===== src/rtl/ps2_scan_receiver.sv =====
// ps2_scan_receiver: deframes PS/2 keyboard bytes and tracks the held key's make code; optional odd parity via `define PS2_PARITY_CHECK_EN; ports clk, reset, ps2_clk, ps2_data -> data (held make code, 0 when none), code (last byte), code_valid, frame_err
module ps2_scan_receiver #(
  parameter int TIMEOUT_CYCLES = 10000,
  parameter int SYNC_STAGES = 2
) (
  input  logic       clk,
  input  logic       reset,
  input  logic       ps2_clk,
  input  logic       ps2_data,
  output logic [7:0] data,
  output logic [7:0] code,
  output logic       code_valid,
  output logic       frame_err
);
  typedef enum logic [1:0] {IDLE, DATA, PARITY, STOP} state_t;
  localparam int TW = $clog2(TIMEOUT_CYCLES + 1);
  logic [SYNC_STAGES-1:0] clk_sync_q, dat_sync_q;
  logic clk_prev_q;
  state_t state_q, state_d;
  logic [2:0] bit_cnt_q, bit_cnt_d;
  logic [7:0] shift_q, shift_d, data_q, data_d, code_q, code_d;
  logic par_q, par_d, brk_q, brk_d, valid_q, valid_d, err_q, err_d;
  logic [TW-1:0] tmo_q, tmo_d;
  logic fall, sample, par_ok, good;
  always_comb begin
    fall = clk_prev_q & ~clk_sync_q[SYNC_STAGES-1];
    sample = dat_sync_q[SYNC_STAGES-1];
`ifdef PS2_PARITY_CHECK_EN
    par_ok = ^{shift_q, par_q};
`else
    par_ok = 1'b1;
`endif
    state_d = state_q;
    bit_cnt_d = bit_cnt_q;
    shift_d = shift_q;
    par_d = par_q;
    brk_d = brk_q;
    data_d = data_q;
    code_d = code_q;
    valid_d = 1'b0;
    err_d = 1'b0;
    good = 1'b0;
    tmo_d = (fall || state_q == IDLE) ? '0 :
            (tmo_q == TW'(TIMEOUT_CYCLES)) ? tmo_q : tmo_q + TW'(1);
    if (fall) begin
      case (state_q)
        IDLE: if (!sample) begin
          state_d = DATA;
          bit_cnt_d = 3'd0;
        end
        DATA: begin
          shift_d = {sample, shift_q[7:1]};
          bit_cnt_d = bit_cnt_q + 3'd1;
          state_d = (bit_cnt_q == 3'd7) ? PARITY : DATA;
        end
        PARITY: begin
          par_d = sample;
          state_d = STOP;
        end
        default: begin
          good = sample & par_ok;
          valid_d = good;
          err_d = ~good;
          state_d = IDLE;
        end
      endcase
    end else if (state_q != IDLE && tmo_d == TW'(TIMEOUT_CYCLES)) begin
      state_d = IDLE;
      err_d = 1'b1;
    end
    if (good) begin
      code_d = shift_q;
      if (shift_q == 8'hF0) brk_d = 1'b1;
      else if (shift_q != 8'hE0) begin
        data_d = brk_q ? ((shift_q == data_q) ? 8'h00 : data_q) : shift_q;
        brk_d = 1'b0;
      end
    end
  end
  always_ff @(posedge clk) begin
    if (reset) begin
      clk_sync_q <= '1;
      dat_sync_q <= '1;
      clk_prev_q <= 1'b1;
      state_q <= IDLE;
      bit_cnt_q <= '0;
      shift_q <= '0;
      par_q <= 1'b0;
      brk_q <= 1'b0;
      data_q <= '0;
      code_q <= '0;
      valid_q <= 1'b0;
      err_q <= 1'b0;
      tmo_q <= '0;
    end else begin
      clk_sync_q <= {clk_sync_q[SYNC_STAGES-2:0], ps2_clk};
      dat_sync_q <= {dat_sync_q[SYNC_STAGES-2:0], ps2_data};
      clk_prev_q <= clk_sync_q[SYNC_STAGES-1];
      state_q <= state_d;
      bit_cnt_q <= bit_cnt_d;
      shift_q <= shift_d;
      par_q <= par_d;
      brk_q <= brk_d;
      data_q <= data_d;
      code_q <= code_d;
      valid_q <= valid_d;
      err_q <= err_d;
      tmo_q <= tmo_d;
    end
  end
  assign data = data_q;
  assign code = code_q;
  assign code_valid = valid_q;
  assign frame_err = err_q;
endmodule

===== config.mk =====
export PLATFORM = sky130hd
export DESIGN_NAME = ps2_scan_receiver
export DESIGN_NICKNAME = d
export VERILOG_FILES = /design/src/rtl/ps2_scan_receiver.sv
export SDC_FILE = /design/constraint.sdc
export NUM_CORES = 1
export LEC_CHECK = 0
export ABC_AREA = 0
export CELL_PAD_IN_SITES_DETAIL_PLACEMENT = 1
export CELL_PAD_IN_SITES_GLOBAL_PLACEMENT = 1
export CORE_ASPECT_RATIO = 0.5
export CORE_MARGIN = 2
export CORE_UTILIZATION = 29
export DETAILED_ROUTE_END_ITERATION = 8
export HOLD_SLACK_MARGIN = 0.05
export PLACE_DENSITY_LB_ADDON = 0.1
export SYNTH_ARGS = -nofsm -noshare
export SYNTH_HDL_FRONTEND = slang
export SYNTH_SLANG_ARGS = --single-unit

===== constraint.sdc =====
create_clock -name clk -period 3.7 [get_ports clk]
set_clock_uncertainty 0.2 [all_clocks]
set_input_delay 1.11 -clock clk [delete_from_list [all_inputs] [get_ports clk]]
set_output_delay 1.11 -clock clk [all_outputs]
set_load 0.05 [all_outputs]

# == Yosys cells after proc, flatten, opt, wreduce, memory -nomap -nowiden ==
# Cells that the tools add are included.
# word_totals
register_bits,51
latchBits,0
mem_bits_rw,0
romBits,0
elab_cells,60
mem_count,0
# op_classes
add_sub_neg,2
mul,0
div_mod_pow,0
n_lt_le_gt_ge,0
n_eq_ne,11
shifts,0
n_mux,18
bitwise_logic,4
n_reduce_logical,13
# op_table
cell,count
$eq 14x14->1 const B,2
$mux 14,2
$mux 8,2
$add 14x1->14 const B,1
$eq 8x8->1,1
$eq 8x8->1 const B,1
$mux 2,4
$ne 8x8->1 const B,1
$reduce_bool 2->1,4
$mux 1,7
$pmux 2 s3,1
$pmux 3 s2,1
$reduce_and 2->1,3
$reduce_and 4->1,1
$add 3x1->3 const B,1
$eq 3x3->1 const B,1
$mux 3,1
$ne 3x3->1 const B,1
$not 1->1,3
$reduce_and 3->1,1
$reduce_or 3->1,1
$eq 2x1->1 const B,1
$eq 2x2->1 const B,1
$logic_not 2->1,1
5 further kinds,5

# == Depth between registers and ports, before layout ==
# Gate-level depths: netlist of the first run.
# logic_depth
ltp_word,8
depth_mapped,8

# == Least setup slack after synthesis of the first run ==
# OpenSTA, ideal clock, no wires.
# synth_timing
path_type,input-to-reg
start,in reset
end,reg tmo_q[10]
setup_time_ns,0.065
t_arrival_ns,1.886
t_required_ns,3.435
path_slack_ns,1.549
path_stages,4
cell_sequence,or3_1 clkbuf_1 clkbuf_1 nor2_1
# synth_lines
element,line,source
start: declaration,7,"input logic reset,"
end signal: assignment,108,tmo_q <= tmo_d;
end: declaration,23,"logic [TW-1:0] tmo_q, tmo_d;"

# == Final worst setup path of the first run ==
# layout_timing
start,reg data_q[5] (netlist: data[5])
end,out data[5]
# layout_lines
element,line,source
start: declaration,21,"logic [7:0] shift_q, shift_d, data_q, data_d, code_q, code_d;"
start signal: assignment,104,data_q <= data_d;
end: declaration,10,"output logic [7:0] data,"
# No word-level cell between the ends.

==> run_results.csv, run 1 <==
group,metric,value,unit
clock_network,htree_num_levels,2,
grt,grt-ovfl-total,0,
clock_network,clk_pin_slew,0.07,ns
place,placed_cells,360,
grt,gr-usage-met1,16.1,%
pwr,p_sw_share,20.0,%
worst_setup_path,r2r-start,"tmo_q[0]$_SDFF_PP0_",
worst_setup_path,startpoint,"data[5]$_SDFFE_PP0P_",
worst_setup_path,crit_path_cell_trace,"clkdlybuf4s50_1",
place,post-dp-hpwl,3560,um
synth,ys_warn_count,0,
worst_setup_path,worstSetupPathDepth,1,
finish,instances_no_fill,367,
floorplanning,die_y,66.1,um
synth,ys_seq_area_share,45.7,%
floorplanning,core,7400,um2
worst_setup_path,cpPeakStageDelay,0.83,ns
grt,grt_pass1_vias,1841,
pwr,pwr-share-comb,1.5,%
pwr,power.switching,219,uW
grt,use_met3,4.13,%
sta,min_period,2.82,ns
finish,drive_above_1_share,7.75,%
pwr,p_seq_share,50.6,%
pwr,p_clk_share,47.9,%
worst_setup_path,path_max_fanout,3,
drt,ant_nets,0,
worst_setup_path,reg2reg_to,"frame_err$_SDFF_PP0_",
worst_setup_path,critPathRequiredTime,2.39,ns
grt,track_usage,13.6,%
worst_setup_path,path_buf_inv,1,
sta,tns,0,ns
grt,grt_pass1_wl,8910,um
pwr,p_int,873,uW
synth,synthCells,255,
drt,wl_per_cell,14.2,um
finish,synthToLayoutAreaGrowth,20.0,%
pwr,peakVddDrop,0.169,mV
clock_network,root_buffer,"clkbuf_16",
floorplanning,dieArea,8470,um2
worst_setup_path,reg2reg_depth,7,
sta,max_slew_margin,54.3,%
sta,tightest_slew,0.683,ns
grt,antenna_found_initial,0,
floorplanning,dieWidth,128,um
clock_network,clkLatencyLatePin,0.29,ns
clock_network,cts_sinks,51,
sta,finalHoldViolations,0,
clock_network,cts_resized,0,
floorplanning,fp-row-count,22,
worst_setup_path,critPathTopFamily,"buffers and inverters",
clock_network,cts_tree,"done",
outcome,outcome,"complete, no violations",
worst_setup_path,worst_path_max_delay_cell,"clkdlybuf4s50_1",
clock_network,postCtsHoldBufs,0,
worst_setup_path,crit_path_end_kind,"output port",
place,routabilityCongestion,0.761,
drt,firstDrtPassIters,4,
clock_network,clockBufferDepth,2,
worst_setup_path,crit_arrival,1.51,ns
synth,syn_avg_cell_area,8.76,um2
sta,slew_viol_final,0,
synth,synth.distinct_cells,42,
clock_network,cts_buffers,5,
synth,synthesis.area,2230,um2
floorplanning,pin_count,22,
grt,met2_usage,23.8,%
drt,vias_per_cell,4.94,
sta,period_share,76.2,%
worst_setup_path,cp-start-kind,"register",
finish,fillers,886,
drt,drt_iter0_drc,40,
sta,fmax,0.355,GHz
grt,grt_max_degree,39,
clock_network,postCtsSetupBuffers,0,
place,place.port_buffers,21,
floorplanning,initial_core_util,30.2,%
drt,drcViolationCount,0,
worst_setup_path,worst-setup-path-type,"reg -> out",
sta,setup_violations,0,
worst_setup_path,regToRegSetupSlack,1.37,ns
min_path,hold_class,"reg -> reg",
drt,routed_wirelength,5200,um
synth,syn_nets,263,
finish,antenna_cells,0,
worst_setup_path,cp-endpoint,"data[5]",
sta,rsz0062_at_grt,"false",
drt,route.vias.total,1812,
pwr,power_density,407,nW/um2
finish,nets,279,
pwr,p_leak,0.978,nW
grt,grt_busiest_layer,"met2",
run,drv_cap,0,
synth,ys_seq_elements,51,
sta,hold_slack,0.215,ns
[metal layers]
metal	share of wire [%]	wire (um)
met4	1.3	67
met1	50	2620
met3	3.0	157
met5	0	0
met2	45	2360
[cells in the final DEF (no fill, tap or decap), drive strengths merged, types with 4 or more instances in the layout]
| cell type | Yosys | final |
|---|---|---|
| clkbuf | 9 | 5 |
| nand3 | 6 | 6 |
| o21ai | 4 | 4 |
| nor3 | 6 | 6 |
| and3 | 5 | 5 |
| mux2i | 8 | 8 |
| clkdlybuf4s50 | 0 | 21 |
| a22oi | 10 | 10 |
| ha | 4 | 4 |
| or2 | 5 | 5 |
| nand2 | 25 | 25 |
| a21oi | 14 | 14 |
| xor2 | 4 | 4 |
| nor3b | 6 | 6 |
| nand4 | 8 | 8 |
| inv | 5 | 5 |
| nor2 | 42 | 42 |
| dfxtp | 51 | 51 |
| xnor2 | 18 | 18 |
[stage by stage]
step	total power [mW]	setup slack, ns	utilization [%]	instance area (um2)
2_1_floorplan	0.575	1.55	-	2230
3_3_place_gp	0.582	1.12	34.0	2520
3_5_place_dp	0.582	1.07	34.0	2520
4_1_cts	1.11	0.869	36.2	2680
5_1_grt	1.14	0.813	36.2	2680
6_report	1.09	0.880	36.2	2680
[power by group through the flow]
stage               clock [mW]  sequential [mW]  combinational, mW
finish                   0.523            0.553             0.0161
global route             0.565            0.553             0.0180
CTS                      0.543            0.553             0.0166
detailed placement           0            0.566             0.0164
global placement             0            0.565             0.0162
floorplan                    0            0.565             0.0100
[Yosys cell counts]
cell | number | share of area [%]
a211oi_1 | 1 | 0.34
a21oi_1 | 14 | 3.1
a22oi_1 | 10 | 3.4
a31oi_1 | 1 | 0.28
and2_1 | 1 | 0.28
and2b_1 | 1 | 0.34
and3_1 | 5 | 1.4
and4_1 | 1 | 0.39
and4_4 | 1 | 0.50
and4bb_1 | 1 | 0.56
buf_1 | 1 | 0.17
buf_2 | 3 | 0.67
buf_4 | 1 | 0.34
clkbuf_1 | 9 | 1.5
dfxtp_1 | 51 | 46
ha_1 | 4 | 2.2
inv_1 | 4 | 0.67
inv_2 | 1 | 0.17
mux2_2 | 1 | 0.50
mux2i_1 | 8 | 3.6
nand2_1 | 25 | 4.2
nand2b_1 | 1 | 0.28
nand3_1 | 6 | 1.3
nand4_1 | 7 | 2.0
nand4_2 | 1 | 0.56
nand4b_1 | 1 | 0.39
nor2_1 | 42 | 7.1
nor2b_1 | 3 | 0.84
nor3_1 | 5 | 1.1
nor3_2 | 1 | 0.45
nor3b_1 | 5 | 1.7
nor3b_2 | 1 | 0.56
nor4_1 | 2 | 0.56
nor4_2 | 1 | 0.56
o21ai_0 | 3 | 0.67
o21ai_1 | 1 | 0.22
o21ba_1 | 1 | 0.45
o41ai_1 | 1 | 0.39
or2_2 | 5 | 1.4
or3_1 | 2 | 0.56
xnor2_1 | 18 | 7.1
xor2_1 | 4 | 1.6
[layout make-up]
cell class	count	area (um2)	share of cell area, %
Multi-Input combinational cell	185	1130	42.3
Clock inverter	2	37.5	1.40
Clock buffer	5	125	4.66
Tap cell	96	120	4.48
Sequential cell	51	1020	38.1
Timing Repair Buffer	23	225	8.40
Inverter	5	18.8	0.700
[logic make-up (layout without fill, tap and decap cells)]
logic type | after synthesis | count (layout) | synth area share [%]
buffers and inverters | 19 | 35 | 3.53
muxes | 9 | 9 | 4.09
and+or+nand+nor | 118 | 118 | 27.0
adders and majority gates | 4 | 4 | 2.24
DFF | 51 | 51 | 45.7
AOI/OAI and AO/OA | 32 | 32 | 8.85
xor gates and xnor gates | 22 | 22 | 8.62
[registers in the layout (all words and copies together) (netlist names), 2 cells and up]
register and count:
shift_q 8, tmo_q 14, bit_cnt_q 3, data 8, state_q 2, clk_sync_q 2
dat_sync_q 2, code 8
[worst min path at each step]
stage / start / endpoint / slack [ns] / cells after the start
6_report: clk_sync_q[0]$_SDFF_PP1_ / clk_sync_q[1]$_SDFF_PP1_ / 0.21 / 1
5_1_grt: dat_sync_q[0]$_SDFF_PP1_ / dat_sync_q[1]$_SDFF_PP1_ / 0.24 / 1
4_1_cts: clk_sync_q[0]$_SDFF_PP1_ / clk_sync_q[1]$_SDFF_PP1_ / 0.22 / 1
3_5_place_dp: clk_sync_q[0]$_SDFF_PP1_ / clk_sync_q[1]$_SDFF_PP1_ / 0.21 / 1
3_3_place_gp: dat_sync_q[0]$_SDFF_PP1_ / dat_sync_q[1]$_SDFF_PP1_ / 0.19 / 1
2_1_floorplan: clk_sync_q[0]$_SDFF_PP1_ / clk_sync_q[1]$_SDFF_PP1_ / 0.19 / 1
(Power assumes the default switching activity.)
==> run 2, diff against run 1 <==
clock period = 2.6 ns   (was 3.7 ns; I/O delays follow)
==> run_results.csv, run 2 (synthesis results as in run 1) <==
group,metric,value,unit
clock_network,clkLatencyLatePin,0.30,ns
sta,tns,0,ns
outcome,outcome,"complete, no violations",
finish,post-route-util,36.6,%
sta,max_slew_margin,66.3,%
grt,grt_pass1_wl,8640,um
clock_network,htree_num_levels,2,
finish,layout_commonest_cell,"dfxtp_1",
drt,routed_wirelength,5060,um
drt,drcViolationCount,0,
worst_setup_path,critPathRequiredTime,1.62,ns
grt,grt_max_degree,39,
worst_setup_path,crit_path_end_kind,"output port",
worst_setup_path,cp-start-kind,"register",
pwr,p_seq_share,49.2,%
drt,firstDrtPassIters,4,
clock_network,root_buffer,"clkbuf_16",
finish,final_cell_mix,"dfxtp_1, nor2_1, nand2_1",
sta,min_period,2.51,ns
clock_network,postCtsSetupBuffers,0,
finish,antenna_cells,0,
worst_setup_path,reg2reg_depth,7,
sta,slew_viol_final,0,
floorplanning,core,7400,um2
sta,rsz0062_at_grt,"false",
worst_setup_path,worst-setup-path-type,"reg -> out",
worst_setup_path,cpPeakStageDelay,0.83,ns
finish,fillers,856,
place,pre_cts_slack,0.292,ns
grt,met2_usage,22.1,%
worst_setup_path,critPathTopFamily,"buffers and inverters",
grt,track_usage,13.1,%
clock_network,cts_resized,0,
finish,drive_above_1_share,8.76,%
run,drv_cap,0,
finish,largest_register,"tmo_q",
place,place.port_buffers,21,
worst_setup_path,crit_arrival,1.53,ns
sta,setup_violations,0,
grt,gr-usage-met1,16.3,%
clock_network,clk_pin_slew,0.07,ns
sta,hold_slack,0.214,ns
floorplanning,dieWidth,128,um
worst_setup_path,crit_path_cell_trace,"clkdlybuf4s50_1",
pwr,pwr-share-comb,1.4,%
floorplanning,die_y,66.1,um
finish,largest_reg_flops,14,
clock_network,cts_buffers,5,
drt,vias_per_cell,4.89,
place,post-dp-hpwl,3490,um
grt,grt_busiest_layer,"met2",
sta,period_share,96.4,%
pwr,p_sw_share,20.1,%
clock_network,postCtsHoldBufs,0,
worst_setup_path,path_max_fanout,3,
pwr,power_density,589,nW/um2
floorplanning,dieArea,8470,um2
min_path,hold_class,"reg -> reg",
pwr,p_int,1.28,mW
grt,grt_pass1_vias,1783,
place,routabilityCongestion,0.755,
floorplanning,pin_count,22,
drt,route.vias.total,1811,
worst_setup_path,worst_path_max_delay_cell,"clkdlybuf4s50_1",
sta,fmax,0.399,GHz
sta,layout_setup_ws,0.0934,ns
drt,wl_per_cell,13.7,um
min_path,min_path_cells,1,
grt,antenna_found_initial,0,
pwr,p_leak,1.00,nW
sta,tightest_slew,0.503,ns
pwr,power.switching,321,uW
worst_setup_path,worstSetupPathDepth,1,
pwr,p_clk_share,49.4,%
finish,synthToLayoutAreaGrowth,21.4,%
clock_network,cts_tree,"done",
drt,drt_iter0_drc,64,
floorplanning,fp-row-count,22,
pwr,peakVddDrop,0.224,mV
worst_setup_path,path_buf_inv,1,
grt,grt-ovfl-total,0,
sta,finalHoldViolations,0,
clock_network,clockBufferDepth,2,
floorplanning,initial_core_util,30.2,%
finish,nets,281,
clock_network,cts_sinks,51,
grt,use_met3,3.96,%
drt,ant_nets,0,
[run 2: changes by cell type in the layout (fill, tap and decap cells not counted)]
cell | before | now
buf_4 | 2 | 4
clkbuf_8 | 0 | 1
clkinvlp_4 | 1 | 0
inv_6 | 0 | 1
[run 2: worst reg2reg max path, stage by stage (launching register included)]
cell     delay (ns)
dfxtp_1        0.43
inv_1          0.09
ha_1           0.32
nor4_1         0.29
mux2_2         0.21
nand4_1        0.09
nor4_2         0.43
o21ba_1        0.19
[run 2: per-stage QoR]
step | cell area [um2] | cells | power (mW)
global placement | 2530 | 362 | 0.828
detailed placement | 2530 | 362 | 0.828
floorplan | 2230 | 255 | 0.818
CTS | 2710 | 370 | 1.63
global route | 2710 | 370 | 1.67
finish | 2710 | 370 | 1.60
[run 2: cell type report]
type                            count  area (um2)  area share [%]
Multi-Input combinational cell    185        1130            41.8
Inverter                            5        18.8           0.692
Clock inverter                      2        38.8            1.43
Sequential cell                    51        1020            37.6
Clock buffer                        6         139            5.12
Tap cell                           96         120            4.43
Timing Repair Buffer               25         240            8.86
[run 2: path summary, 6_finish.rpt]
| check | startpoint | endpoint | slack [ns] |
|---|---|---|---|
| worst max-delay path | data[0]$_SDFFE_PP0P_ | data[0] | 0.09 |
| worst min-delay path | dat_sync_q[0]$_SDFF_PP1_ | dat_sync_q[1]$_SDFF_PP1_ | 0.21 |
| worst max register to register | tmo_q[0]$_SDFF_PP0_ | frame_err$_SDFF_PP0_ | 0.30 |
| worst min register to register | dat_sync_q[0]$_SDFF_PP1_ | dat_sync_q[1]$_SDFF_PP1_ | 0.21 |
[run 2: per-layer routing]
| metal | vias to the layer above | share of wire, % |
|---|---|---|
| li1 | 902 | - |
| met1 | 882 | 50 |
| met2 | 19 | 45 |
| met3 | 8 | 3.8 |
| met4 | 0 | 1.2 |
| met5 | - | 0 |
[run 2: power groups by stage]
| stage | clock (mW) | sequential, mW | combinational (mW) |
|---|---|---|---|
| floorplan | 0 | 0.804 | 0.0142 |
| global placement | 0 | 0.805 | 0.0231 |
| detailed placement | 0 | 0.805 | 0.0235 |
| CTS | 0.823 | 0.786 | 0.0236 |
| global route | 0.862 | 0.787 | 0.0260 |
| finish | 0.789 | 0.787 | 0.0229 |
==> run 3, diff against run 2 <==
SLEW_MARGIN = 20   (was unset)
==> results of run 3 <==
No change in the layout: final DEF, timing and power equal those of run 2.
==> variant 1 (flow settings as in run 1) <==
The output `code_valid` loses its register stage (`valid_q` becomes a continuous assignment).
--- a/src/rtl/ps2_scan_receiver.sv
+++ b/src/rtl/ps2_scan_receiver.sv
@@ -89,7 +89,6 @@
       brk_q <= 1'b0;
       data_q <= '0;
       code_q <= '0;
-      valid_q <= 1'b0;
       err_q <= 1'b0;
       tmo_q <= '0;
     end else begin
@@ -103,11 +102,12 @@
       brk_q <= brk_d;
       data_q <= data_d;
       code_q <= code_d;
-      valid_q <= valid_d;
       err_q <= err_d;
       tmo_q <= tmo_d;
     end
   end
+
+  assign valid_q = valid_d;
   assign data = data_q;
   assign code = code_q;
   assign code_valid = valid_q;
Behaviour: no difference found for any inputs over 10 cycles, from zero or initial values and one cycle with reset high; that may be too few to reach the edited logic, so the function may still have changed.
==> variant 1 against run 1 <==
  * Global-route usage is 0.39 points higher
  * Routed wire length is 3.4% higher
  * Critical path depth is 3 higher
  * Worst setup slack worse by 360 ps
  * Sequential cell count is 1 lower
  * Synthesized area is 1.9% higher
  * Cell area is 0.70% higher
  * Worst hold slack worse by 2.9 ps
  * Synthesized cell count is 3.9% higher
Power is not compared: it rests on default switching activity, and its combinational part moved more than twofold at a synthesized area within 25%.
==> variant 1: results <==
[layout]
drive_above_1_share = 0.0813
fin_area_sq_mm = 0.00270
layout.non_clock_inverters = 4
fillerInstances = 891
comb.multi_input.count = 200
regArea_sq_mm = 0.00100
multi_input_area_sq_mm = 0.00119

[outcome]
status = finished clean

[grt]
grt_pass1_wl_mm = 9.36
grt_use_met3 = 0.0458
globalRouteMet1Util = 0.169
first_global_vias = 1915
groute.usage.overall = 0.140

[placement]
place.gp.congestion = 0.709
number_of_cells_in_the_design_after_placement = 384
placed_inst_area_sq_mm = 0.00256

[critical_path]
critPathMaxFanout = 11
worst_path_largest_cell_delay_ps = 450
worst_ep_arrival_time_ps = 1870

[detailed_routing]
met2_wirelength_mm = 2.60
met3_length_um = 171
post_drt_wl_per_cell_um = 13.8

[yosys]
proportion_of_synthesized_chip_area_in_sequential_cells = 0.440
mappedNetlistNets = 273
netlist_top_cells_area = sky130_fd_sc_hd__dfxtp_1, sky130_fd_sc_hd__nand2_1, sky130_fd_sc_hd__nor2_1, sky130_fd_sc_hd__a21oi_1, sky130_fd_sc_hd__xnor2_1

[timing]
timing.slew.headroom = 0.316

[floorplan]
floorplan.die.width_um = 129
[variant 1: changes by cell type after synthesis, moves of 7 or more]
cell,delta
sky130_fd_sc_hd__nor2_1,-7
sky130_fd_sc_hd__nand2_1,+17
sky130_fd_sc_hd__a21oi_1,+12
sky130_fd_sc_hd__mux2i_1,-7
[variant 1: path summary, 6_finish.rpt]
check           startpoint            end  slack, ps  depth (start not counted)
min          dat_sync_q[0]  dat_sync_q[1]        210                          1
min reg2reg  dat_sync_q[0]  dat_sync_q[1]        210                          1
max             state_q[0]     code_valid        520                          4
max reg2reg       tmo_q[0]     state_q[0]       1270                          7
[variant 1: logic make-up (layout without fill, tap and decap cells)]
family,Yosys count,count (layout),synth area share
AO/OA/AOI/OAI,46,46,0.130
XOR/XNOR,20,20,0.0769
adder cells (fa/ha/maj),4,4,0.0220
buffers and inverters,15,33,0.0379
flip-flops,50,50,0.440
multiplexers,1,1,0.00440
AND/OR/NAND/NOR,129,129,0.289
==> variant 2 (settings of run 1) <==
Without the edit above. Change the parameter `TIMEOUT_CYCLES` from 10000 to 2500.
--- a/src/rtl/ps2_scan_receiver.sv
+++ b/src/rtl/ps2_scan_receiver.sv
@@ -1,6 +1,6 @@
 // ps2_scan_receiver: deframes PS/2 keyboard bytes and tracks the held key's make code; optional odd parity via `define PS2_PARITY_CHECK_EN; ports clk, reset, ps2_clk, ps2_data -> data (held make code, 0 when none), code (last byte), code_valid, frame_err
 module ps2_scan_receiver #(
-  parameter int TIMEOUT_CYCLES = 10000,
+  parameter int TIMEOUT_CYCLES = 2500,
   parameter int SYNC_STAGES = 2
 ) (
   input  logic       clk,
Check against the original RTL: same outputs for any inputs over 10 cycles, from zero or initial values and one cycle with reset high; that may be too few to reach the edited logic, so the function may still have changed.
==> variant 2 against run 1 <==
  * Synthesized cell count fell by 4.7%
  * Synthesized area decreased by 1.2%
  * Total power down 6.1%
  * Sequential cell count fell by 2
  * Cell area shrank 0.14%
  * First-iteration DRC count is 95% higher
  * Routed wire length fell by 1.0%
  * Sequential share of layout area is 1.4 points lower
  * Worst setup slack worse by 12 ps
  * Critical path type unchanged
  * Highest routed layer unchanged
==> variant 2: results <==
[yosys]
syn_area_per_cell_sq_um = 9.09
ys_top_cells_by_count = sky130_fd_sc_hd__dfxtp_1, sky130_fd_sc_hd__nor2_1, sky130_fd_sc_hd__nand2_1
yosysWarningCount = 0
proportion_of_synthesized_chip_area_in_sequential_cells = 0.444
xor_xnor_fraction_of_synth_area = 0.0635
synth-compound-area-share = 0.143
ys_async_sr_fraction = 0
yosys-mux-area-fraction = 0.0363
post_synth_fa_ha_maj_area_fraction = 0.0227
post_synth_num_cell_types = 45
netlist_top_cells_area = sky130_fd_sc_hd__dfxtp_1, sky130_fd_sc_hd__nor2_1, sky130_fd_sc_hd__xnor2_1, sky130_fd_sc_hd__nand2_1, sky130_fd_sc_hd__a21oi_1
mappedNetlistNets = 251

[timing]
worst_pin_slew_ps = 686

[placement]
io_buffer_count = 21
place.gp.congestion = 0.777
number_of_cells_in_the_design_after_placement = 354
placed_inst_area_sq_mm = 0.00252
dp_hpwl_mm = 3.51

[clocking]
clk_tree_root_cell = sky130_fd_sc_hd__clkbuf_16
worst_setup_hold_path_clk_slew_ps = 70
clock_insertion_delay_worst_skew_ps = 290

[detailed_routing]
vias = 1768
drt_iter0_markers = 78
totalWireLength_mm = 5.15

[layout]
largest_reg_flops = 12
nNetsFinal = 273
layoutNonFillerInstCount = 362
drive_above_1_share = 0.113

[grt]
groute.usage.overall = 0.140
grt_pass1_wl_mm = 9.09

[power]
comb_power_w = 0.0000141
seq_cell_power_w = 0.000530
internal_power_w = 0.000807
worst_ir_drop_vdd_uv = 190
power.static_leakage_nw = 0.945

[outcome]
status = finished clean

[critical_path]
worst_ep_arrival_time_ps = 1520
[variant 2: cell types whose count changed after synthesis, moves of 3 or more]
| cell | run 1 | this run |
|---|---|---|
| sky130_fd_sc_hd__buf_2 | 3 | 0 |
| sky130_fd_sc_hd__nand2b_1 | 1 | 6 |
| sky130_fd_sc_hd__nor2_1 | 42 | 33 |
| sky130_fd_sc_hd__nand3_1 | 6 | 2 |
| sky130_fd_sc_hd__a21oi_1 | 14 | 18 |
| sky130_fd_sc_hd__nand4_1 | 7 | 4 |
| sky130_fd_sc_hd__xnor2_1 | 18 | 14 |
| sky130_fd_sc_hd__and3_1 | 5 | 1 |
[variant 2: metrics by stage]
stage                     hold slack [ps]  setup slack, ps  total power (W)
final                                 210              867          0.00103
after CTS                             213              858          0.00105
after detailed placement              196              964         0.000557
after global placement                191             1010         0.000557
after global routing                  229              821          0.00107
after floorplan                       189             1560         0.000551
[variant 2: metal layers]
| layer | part of all wire | wire, um | up-vias | GRT usage |
|---|---|---|---|---|
| met5 | 0 | 0 | - | 0 |
| met3 | 0.024 | 123 | 7 | 0.0399 |
| met4 | 0.016 | 84 | 0 | 0.0549 |
| met1 | 0.51 | 2630 | 856 | 0.177 |
| met2 | 0.45 | 2310 | 19 | 0.227 |
| li1 | - | - | 886 | - |
[variant 2: final timing paths]
kind                                       to  cells after the start  slack (ps)          start
worst max register to register     state_q[0]                      7        1350       tmo_q[1]
worst min register to register  clk_sync_q[1]                      1         210  clk_sync_q[0]
worst min-delay path            clk_sync_q[1]                      1         210  clk_sync_q[0]
worst max-delay path                  data[7]                      1         870        data[7]
[variant 2: layout make-up]
type	instances	area [sq um]
well taps	96	120
fillers	858	4670
flip-flops and latches	49	981
clock buffers	6	139
inverters	5	18.8
repair buffers	23	225
clock inverters	2	16.3
multi-input cells	181	1180
